## src/rtl/data_mem_ctrl_pkg.sv

```systemverilog
// data_mem_ctrl_pkg: shared FSM states, access-size encodings and LED address default.
package data_mem_ctrl_pkg;
   typedef enum logic [2:0] {IDLE, RD_WAIT, RMW_WR, WR, RESP} state_t;
   localparam logic [1:0]  SZ_B = 2'b00;
   localparam logic [1:0]  SZ_H = 2'b01;
   localparam logic [1:0]  SZ_W = 2'b10;
   localparam logic [31:0] LED_ADDR_DEF = 32'hFFFF_FF00;
   // funct3 011/110/111 collapse to word size
   function automatic logic [1:0] size_of(input logic [2:0] f3);
      return (f3[1:0] == 2'b11) ? SZ_W : f3[1:0];
   endfunction
endpackage

```

## src/rtl/data_mem_ctrl_lane_unit.sv

```systemverilog
// mem_lane_unit: combinational load extract/extend and sub-word store merge.
module mem_lane_unit
   import data_mem_ctrl_pkg::*;
(
   input  logic [31:0] word,
   input  logic [31:0] wdata,
   input  logic [2:0]  funct3,
   input  logic [1:0]  lane,
   output logic [31:0] load_data,
   output logic [31:0] store_word
);
   logic [1:0]  sz;
   logic [31:0] sh_b, sh_h, mask_b, mask_h;
   logic        sx;
   always_comb begin
      sz = size_of(funct3);
      sx = ~funct3[2];
      sh_b = word >> {lane, 3'b000};
      sh_h = word >> {lane[1], 4'b0000};
      mask_b = 32'h0000_00FF << {lane, 3'b000};
      mask_h = 32'h0000_FFFF << {lane[1], 4'b0000};
      load_data = (sz == SZ_B) ? {{24{sx & sh_b[7]}}, sh_b[7:0]} :
                  (sz == SZ_H) ? {{16{sx & sh_h[15]}}, sh_h[15:0]} : word;
      store_word = (sz == SZ_B) ? ((word & ~mask_b) | (({24'b0, wdata[7:0]} << {lane, 3'b000}) & mask_b)) :
                   (sz == SZ_H) ? ((word & ~mask_h) | (({16'b0, wdata[15:0]} << {lane[1], 4'b0000}) & mask_h)) :
                   wdata;
   end
endmodule

```

## src/rtl/data_mem_ctrl.sv

```systemverilog
// data_mem_ctrl: RV32 load/store controller with RMW sub-word stores and an LED register.
// Optional MEM_MISALIGN_TRAP_EN: misaligned half/word accesses respond immediately with misalign_err.
module data_mem_ctrl
   import data_mem_ctrl_pkg::*;
#(
   parameter int          RAM_LATENCY = 1,
   parameter logic [31:0] LED_ADDR    = LED_ADDR_DEF
) (
   input  logic        clk,
   input  logic        rst,
   input  logic        req_valid,
   output logic        req_ready,
   input  logic        req_write,
   input  logic [2:0]  req_funct3,
   input  logic [31:0] req_addr,
   input  logic [31:0] req_wdata,
   output logic        resp_valid,
   output logic [31:0] resp_rdata,
   output logic [31:0] ram_addr,
   output logic [31:0] ram_wdata,
   output logic        ram_we,
   input  logic [31:0] ram_rdata,
   output logic [5:0]  led
`ifdef MEM_MISALIGN_TRAP_EN
   ,output logic       misalign_err
`endif
);
   state_t      state_q, state_d;
   logic [31:0] addr_q, addr_d, wdata_q, wdata_d, rdata_q, rdata_d, resp_rdata_q, resp_rdata_d;
   logic [2:0]  funct3_q, funct3_d;
   logic        write_q, write_d;
   logic [7:0]  cnt_q, cnt_d;
   logic [5:0]  led_q, led_d;
   logic [31:0] lane_word, load_data, store_word;
   logic [1:0]  sz;
   logic        is_led, mis;
`ifdef MEM_MISALIGN_TRAP_EN
   logic        mis_q, mis_d;
   assign misalign_err = mis_q & resp_valid;
`endif

   // during RD_WAIT extract straight from RAM; later phases merge into the captured word
   assign lane_word = (state_q == RD_WAIT) ? ram_rdata : rdata_q;

   mem_lane_unit u_lane (
      .word       (lane_word),
      .wdata      (wdata_q),
      .funct3     (funct3_q),
      .lane       (addr_q[1:0]),
      .load_data  (load_data),
      .store_word (store_word)
   );

   assign req_ready  = (state_q == IDLE);
   assign resp_valid = (state_q == RESP);
   assign resp_rdata = resp_rdata_q;
   assign ram_we     = (state_q == WR) || (state_q == RMW_WR);
   assign ram_wdata  = ram_we ? store_word : 32'h0;
   assign ram_addr   = (ram_we || state_q == RD_WAIT) ? {addr_q[31:2], 2'b00} : 32'h0;
   assign led        = led_q;

   always_comb begin
      state_d = state_q;
      addr_d = addr_q;
      wdata_d = wdata_q;
      funct3_d = funct3_q;
      write_d = write_q;
      cnt_d = cnt_q;
      rdata_d = rdata_q;
      led_d = led_q;
      resp_rdata_d = resp_rdata_q;
      sz = size_of(req_funct3);
      is_led = (req_addr[31:2] == LED_ADDR[31:2]);
`ifdef MEM_MISALIGN_TRAP_EN
      mis = ((sz == SZ_H) & req_addr[0]) | ((sz == SZ_W) & (|req_addr[1:0]));
      mis_d = mis_q;
`else
      mis = 1'b0;
`endif
      case (state_q)
         IDLE: if (req_valid) begin
            addr_d = req_addr;
            wdata_d = req_wdata;
            funct3_d = req_funct3;
            write_d = req_write;
`ifdef MEM_MISALIGN_TRAP_EN
            mis_d = mis;
`endif
            if (mis) begin
               state_d = RESP;
               resp_rdata_d = 32'h0;
            end else if (is_led) begin
               state_d = RESP;
               led_d = req_write ? req_wdata[5:0] : led_q;
               resp_rdata_d = req_write ? 32'h0 : {26'b0, led_q};
            end else if (req_write && sz == SZ_W) begin
               state_d = WR;
            end else begin
               state_d = RD_WAIT;
               cnt_d = RAM_LATENCY[7:0];
            end
         end
         RD_WAIT: begin
            cnt_d = cnt_q - 8'd1;
            if (cnt_q == 8'd1) begin
               rdata_d = ram_rdata;
               state_d = write_q ? RMW_WR : RESP;
               resp_rdata_d = write_q ? 32'h0 : load_data;
            end
         end
         RMW_WR, WR: begin
            state_d = RESP;
            resp_rdata_d = 32'h0;
         end
         default: state_d = IDLE;
      endcase
   end

   always_ff @(posedge clk or posedge rst) begin
      if (rst) begin
         state_q <= IDLE;
         addr_q <= 32'h0;
         wdata_q <= 32'h0;
         funct3_q <= 3'b0;
         write_q <= 1'b0;
         cnt_q <= 8'd0;
         rdata_q <= 32'h0;
         led_q <= 6'h0;
         resp_rdata_q <= 32'h0;
      end else begin
         state_q <= state_d;
         addr_q <= addr_d;
         wdata_q <= wdata_d;
         funct3_q <= funct3_d;
         write_q <= write_d;
         cnt_q <= cnt_d;
         rdata_q <= rdata_d;
         led_q <= led_d;
         resp_rdata_q <= resp_rdata_d;
      end
   end

`ifdef MEM_MISALIGN_TRAP_EN
   always_ff @(posedge clk or posedge rst) begin
      if (rst) mis_q <= 1'b0;
      else mis_q <= mis_d;
   end
`endif
endmodule

```

## config.mk

```make
export PLATFORM = sky130hd
export DESIGN_NAME = data_mem_ctrl
export DESIGN_NICKNAME = d
export VERILOG_FILES = /design/src/rtl/data_mem_ctrl_pkg.sv /design/src/rtl/data_mem_ctrl_lane_unit.sv /design/src/rtl/data_mem_ctrl.sv
export SDC_FILE = /design/constraint.sdc
export NUM_CORES = 1
export LEC_CHECK = 0
export CAP_MARGIN = 10
export CORE_MARGIN = 4
export CORE_UTILIZATION = 64
export CTS_CLUSTER_SIZE = 40
export DETAILED_ROUTE_END_ITERATION = 10
export DONT_BUFFER_PORTS = 1
export PLACE_DENSITY = 0.85
export SYNTH_ARGS = -nofsm -noshare
export SYNTH_HDL_FRONTEND = slang
export SYNTH_SLANG_ARGS = --single-unit
```

## constraint.sdc

```tcl
create_clock -name clk -period 7.1 [get_ports clk]
set_clock_uncertainty 0.1 [all_clocks]
set_input_delay 1.42 -clock clk [delete_from_list [all_inputs] [get_ports clk]]
set_output_delay 1.42 -clock clk [all_outputs]
set_load 0.01 [all_outputs]
```

# Word level (Yosys, flattened, before mapping)
# Index checks and enable logic that the tools add are counted.
# totals
reg_bits	149
latchBits	0
ram_bits	0
romBits	0
input_bits	103
elab_cells	81
n_memories	0
# op_classes
n_addsub	1
n_mul	0
n_div	0
n_lt_le_gt_ge	0
eq_ne	15
shifts	6
mux	25
bitwise_logic	11
reduce_logical	14
# ops
operator	n
2-to-1 mux 32 bit	11
bitwise AND 32 bit	4
one-hot mux 32 bit (3 select lines)	1
NOT 32 bit	2
OR 32 bit	2
left shift 16 x 5 -> 32 bit	1
left shift 16 x 5 -> 32 bit, first input constant	1
left shift 8 x 5 -> 32 bit	1
left shift 8 x 5 -> 32 bit, first input constant	1
>> shifter 32 x 5 -> 16 bit	1
>> shifter 32 x 5 -> 8 bit	1
equality test 30 bit, second input constant	1
2-to-1 mux 8 bit	3
one-hot mux 8 bit (2 select lines)	1
2-to-1 mux 3 bit	4
AND reduction 4 bit	3
one-hot mux 3 bit (3 select lines)	1
equality test 8 x 1 -> 1 bit, second input constant	1
subtractor 8 x 1 -> 8 bit, second input constant	1
equality test 2 bit, second input constant	3
equality test 3 x 2 -> 1 bit, second input constant	2
2-to-1 mux 2 bit	3
2-to-1 mux 6 bit	1
inequality test 2 bit, second input constant	3
14 further kinds	19

# Logic depth before layout (Yosys ltp)
# depth
depth_word	9
depth_mapped	9
ltp_nobuf	6

# Cells and area by module
# From an unflattened synthesis, not the netlist that was laid out.
# hier_totals
cells_unflattened	830
hier_area_um2	8331.7
# modules_own_cells
module	instances	cells_each	area_each_um2
data_mem_ctrl	1	612	6785.3
mem_lane_unit	1	218	1546.5

# Worst setup path before layout
# OpenSTA, ideal clock, no wires.
# synth_timing
kind	flip-flop to output port
start	register state_q[2]
end	output port ram_wdata[22]
arrival_ps	2109
slack_ps	3471
stages_incl_launch_ff	10
n_path_buf	4
path_cell_list	dfrtp_1 clkbuf_1 or3b_2 clkbuf_1 buf_4 buf_2 mux2i_1 nand2_1 o21ai_0 a221oi_1
# synth_via
elab_chain_cells	7
# synth_rtl
element	line	rtl
start, declared	data_mem_ctrl.sv:28	state_t state_q, state_d;
start signal, assigned	data_mem_ctrl.sv:131	state_q <= state_d;
equality test 3 x 1 -> 1 bit	data_mem_ctrl.sv:43	assign lane_word = (state_q == RD_WAIT) ? ram_rdata : rdata_q;
2-to-1 mux 32 bit	data_mem_ctrl.sv:43	
bitwise AND 32 bit	data_mem_ctrl_lane_unit.sv:25	(sz == SZ_H) ? ((word & ~mask_h) | (({16'b0, wdata[15:0]} << {lane[1], 4'b0000}) & mask_h)) :
OR 32 bit	data_mem_ctrl_lane_unit.sv:25	
2-to-1 mux 32 bit	data_mem_ctrl_lane_unit.sv:25	
2-to-1 mux 32 bit	data_mem_ctrl_lane_unit.sv:24	store_word = (sz == SZ_B) ? ((word & ~mask_b) | (({24'b0, wdata[7:0]} << {lane, 3'b000}) & mask_b)) :
2-to-1 mux 32 bit (*)	data_mem_ctrl.sv:58	assign ram_wdata = ram_we ? store_word : 32'h0;
end, declared	data_mem_ctrl.sv:20	output logic [31:0] ram_wdata,
# Every way passes the cells marked *; elsewhere a longest branch is shown, timed or not.

# Final worst setup path
# layout_timing
start	register state_q[0]
end	output port ram_wdata[19]
# The elaborated chain is that of the path after synthesis.

==> out/metrics.yaml <==
hold_path:
  min_to: "addr_q[6]"
  whs_path_depth: 1
  hp-start: "addr_q[6]"
  worstHoldPathType: "reg2reg"
floorplanning:
  core-area_sq_um: 12200
  rows: 40
  die_w_microns: 120
  initial_core_util_pct: 66.3
  ios: 208
  die_area_sq_um: 14400
  die_y_microns: 120
finish:
  layoutNonFillerInstCount: 919
  drive_gt1_share_pct: 21.4
  antenna_cells: 0
  syn_to_final_growth_pct: 7.52
  layout.nets: 843
sta:
  whs_ns: 0.398
  min_period_over_period_pct: 67.1
  timing.final.ws_setup_ns: 2.34
  layout_min_cycle_time_ns: 4.76
  fin_setup_tns_ns: 0
  fmax_ghz: 0.210
  max-slew-margin-rel_pct: 20.7
  worst_slew_pin_slew_ns: 1.19
  hold_violations: 0
  slew_violations: 0
  setup_viol: 0
  grt_setup_unrepaired: "false"
clocking:
  root_buffer: "clkbuf_16"
  postCtsSetupBuffers: 0
  clockBufferDepth: 2
  cts.sinks: 149
  hold_buffers: 0
  cts_buffers: 17
  clock_latency_ns: 0.43
  cts_resized: 0
  htreeDepth: 4
  cts.clk_slew.worst_paths_ns: 0.06
  cts_tree: "done"
global_routing:
  antenna_found_initial: 0
  grt_pass1_wl_microns: 37100
  grt_pass1_vias: 6420
  track_usage_pct: 33.9
  grt_max_degree: 109
  grt-ovfl-total: 0
power_and_ir_drop:
  peakVddDrop_mv: 0.305
  p_per_area_nw_per_um2: 544
  p_leak_nw: 3.71
synthesis:
  ys_seq_area_share_pct: 46.3
  syn_area_sq_um: 8060
  postSynthCellCount: 770
  syn-mean-instance-area_sq_um: 10.5
  yosys_register_bits: 149
  synthArstFlopShare_pct: 100
  synth_enable_flop_cells: 0
  synthFlopType: "dfrtp_1"
  ys_types: 59
  yosysWarningCount: 0
drt:
  drc_errors: 0
  vias_per_cell: 7.05
  drt_wl_total_microns: 24400
  num_vias: 6480
  post_drt_wl_per_cell_microns: 26.5
  drt_pass1_iterations: 7
  drtAntennaViolNets: 0
  drtIter0Drc: 633
placement:
  place_inst: 887
  dp_hpwl_microns: 17800
  dpl_worst_slack_ns: 2.92
  place_congestion: 1.02
  port_buffers: 0
critical_path:
  crit_required_ns: 5.58
  reg2regPathDepth: 5
  arrival_ns: 3.24
  rrSetupSlack_ns: 4.05
  r2r-start: "state_q[0]"
  crit_path_max_fanout: 38
  crit_path_start_kind: "flip-flop"
  crit_type: "reg2out"
  end_kind: "output pin"
  r2r_end: "resp_rdata[5]"
flow_run:
  cap_violations: 0
status:
  outcome: "finished clean"
## sequential cells by signal, summed over array words and instances, names as in the netlist
| register | flops |
|---|---|
| addr_q | 32 |
| cnt_q | 8 |
| funct3_q | 3 |
| led | 6 |
| rdata_q | 32 |
| resp_rdata | 32 |
| state_q | 3 |
| wdata_q | 32 |
| write_q | 1 |
## where the power goes
part	leakage [nW]	switching (mW)	internal (mW)	total [mW]
logic	1.60	1.33	0.862	2.19
registers	1.83	0.413	1.23	1.65
clock network	0.277	0.384	0.493	0.878
## worst max-delay path by stage
stage                      from       endpoint  slack, ns
floorplan                   rst      addr_q[0]       1.57
global placement     state_q[0]  ram_wdata[21]       3.00
detailed placement   state_q[0]  ram_wdata[19]       2.92
CTS                  state_q[0]  ram_wdata[19]       2.41
global route        funct3_q[1]  ram_wdata[16]       2.20
finish               state_q[0]  ram_wdata[19]       2.34
## synthesized netlist by cell type, drive strengths merged, types with 2 or more instances
library cell  number  area, sq um
dfrtp            149         3730
mux2             106         1190
nand2             99          372
and2              47          294
clkbuf            39          146
mux2i             33          330
nor2              30          113
a21oi             26          134
o21ai             24          120
o2bb2ai           24          210
buf               23          121
a221oi            18          158
o221ai            16          140
o211ai            14          105
inv               13         48.8
a311oi            12          105
a211oi            11         82.6
nor3              10         55.1
a22oi              6         45.0
nand4              6         37.5
a31oi              5         31.3
a2bb2oi            4         35.0
and3               4         25.0
nand2b             4         25.0
nand3              4         20.0
o211a              4         40.0
o31ai              4         30.0
clkinv             3         11.3
nor4               3         48.8
or2                3         18.8
a22o               2         17.5
ha                 2         25.0
nand4b             2         17.5
nor3b              2         20.0
o41ai              2         17.5
## logic make-up after synthesis
group	count (synthesis)	synth area share, %
AO/OA/AOI/OAI	179	16.6
XOR/XNOR	2	0.217
adder cells (fa/ha/maj)	2	0.311
buffers and inverters	78	4.07
flip-flops	149	46.3
multiplexers	139	18.9
other	1	0.0465
AND/OR/NAND/NOR	220	13.6
## final cells by class
class / instances / area [sq um]
Timing Repair Buffer: 10 / 75.1
Multi-Input combinational cell: 544 / 4010
Tap cell: 168 / 210
Inverter: 16 / 65.1
Clock inverter: 14 / 143
Fill cell: 893 / 3500
Clock buffer: 18 / 429
Sequential cell: 149 / 3730
## worst max-delay path, cell delays in order, from the launching register on
cell and delay, ns:
dfrtp_1 0.46, or3b_2 1.01, mux2i_1 0.49, nand2_1 0.14
o21ai_0 0.11, a221oi_1 0.59
## layout by cell type (no fill, tap or decap), types with 3 or more instances in the layout
master,count
dfrtp_1,149
mux2_2,106
nand2_1,99
and2_1,46
mux2i_1,33
nor2_1,29
a21oi_1,24
o21ai_0,24
o2bb2ai_1,24
a221oi_1,18
clkbuf_16,17
o221ai_1,16
o211ai_1,14
inv_1,12
a311oi_1,12
a211oi_1,11
buf_4,10
nor3_1,9
inv_6,7
nand4_1,6
a22oi_1,6
a31oi_1,5
nand3_1,4
and3_1,4
o31ai_1,4
nand2b_1,4
a2bb2oi_1,4
o211a_1,4
clkinv_1,3
## through the flow
step           utilization, %  power (mW)  area (sq um)
3_5_place_dp             66.5        3.78          8090
5_1_grt                  71.2        4.97          8660
3_3_place_gp             66.5        3.67          8090
4_1_cts                  71.2        4.66          8660
6_report                 71.2        4.71          8660
2_1_floorplan               -        3.20          8060
## per-layer routing
layer | GRT usage (%) | part of all wire [%]
met1 | 42.0 | 36
met2 | 53.2 | 48
met3 | 12.3 | 12
met4 | 15.6 | 3.9
met5 | 0 | 0
Note: power is estimated with default switching activity, not from simulation.
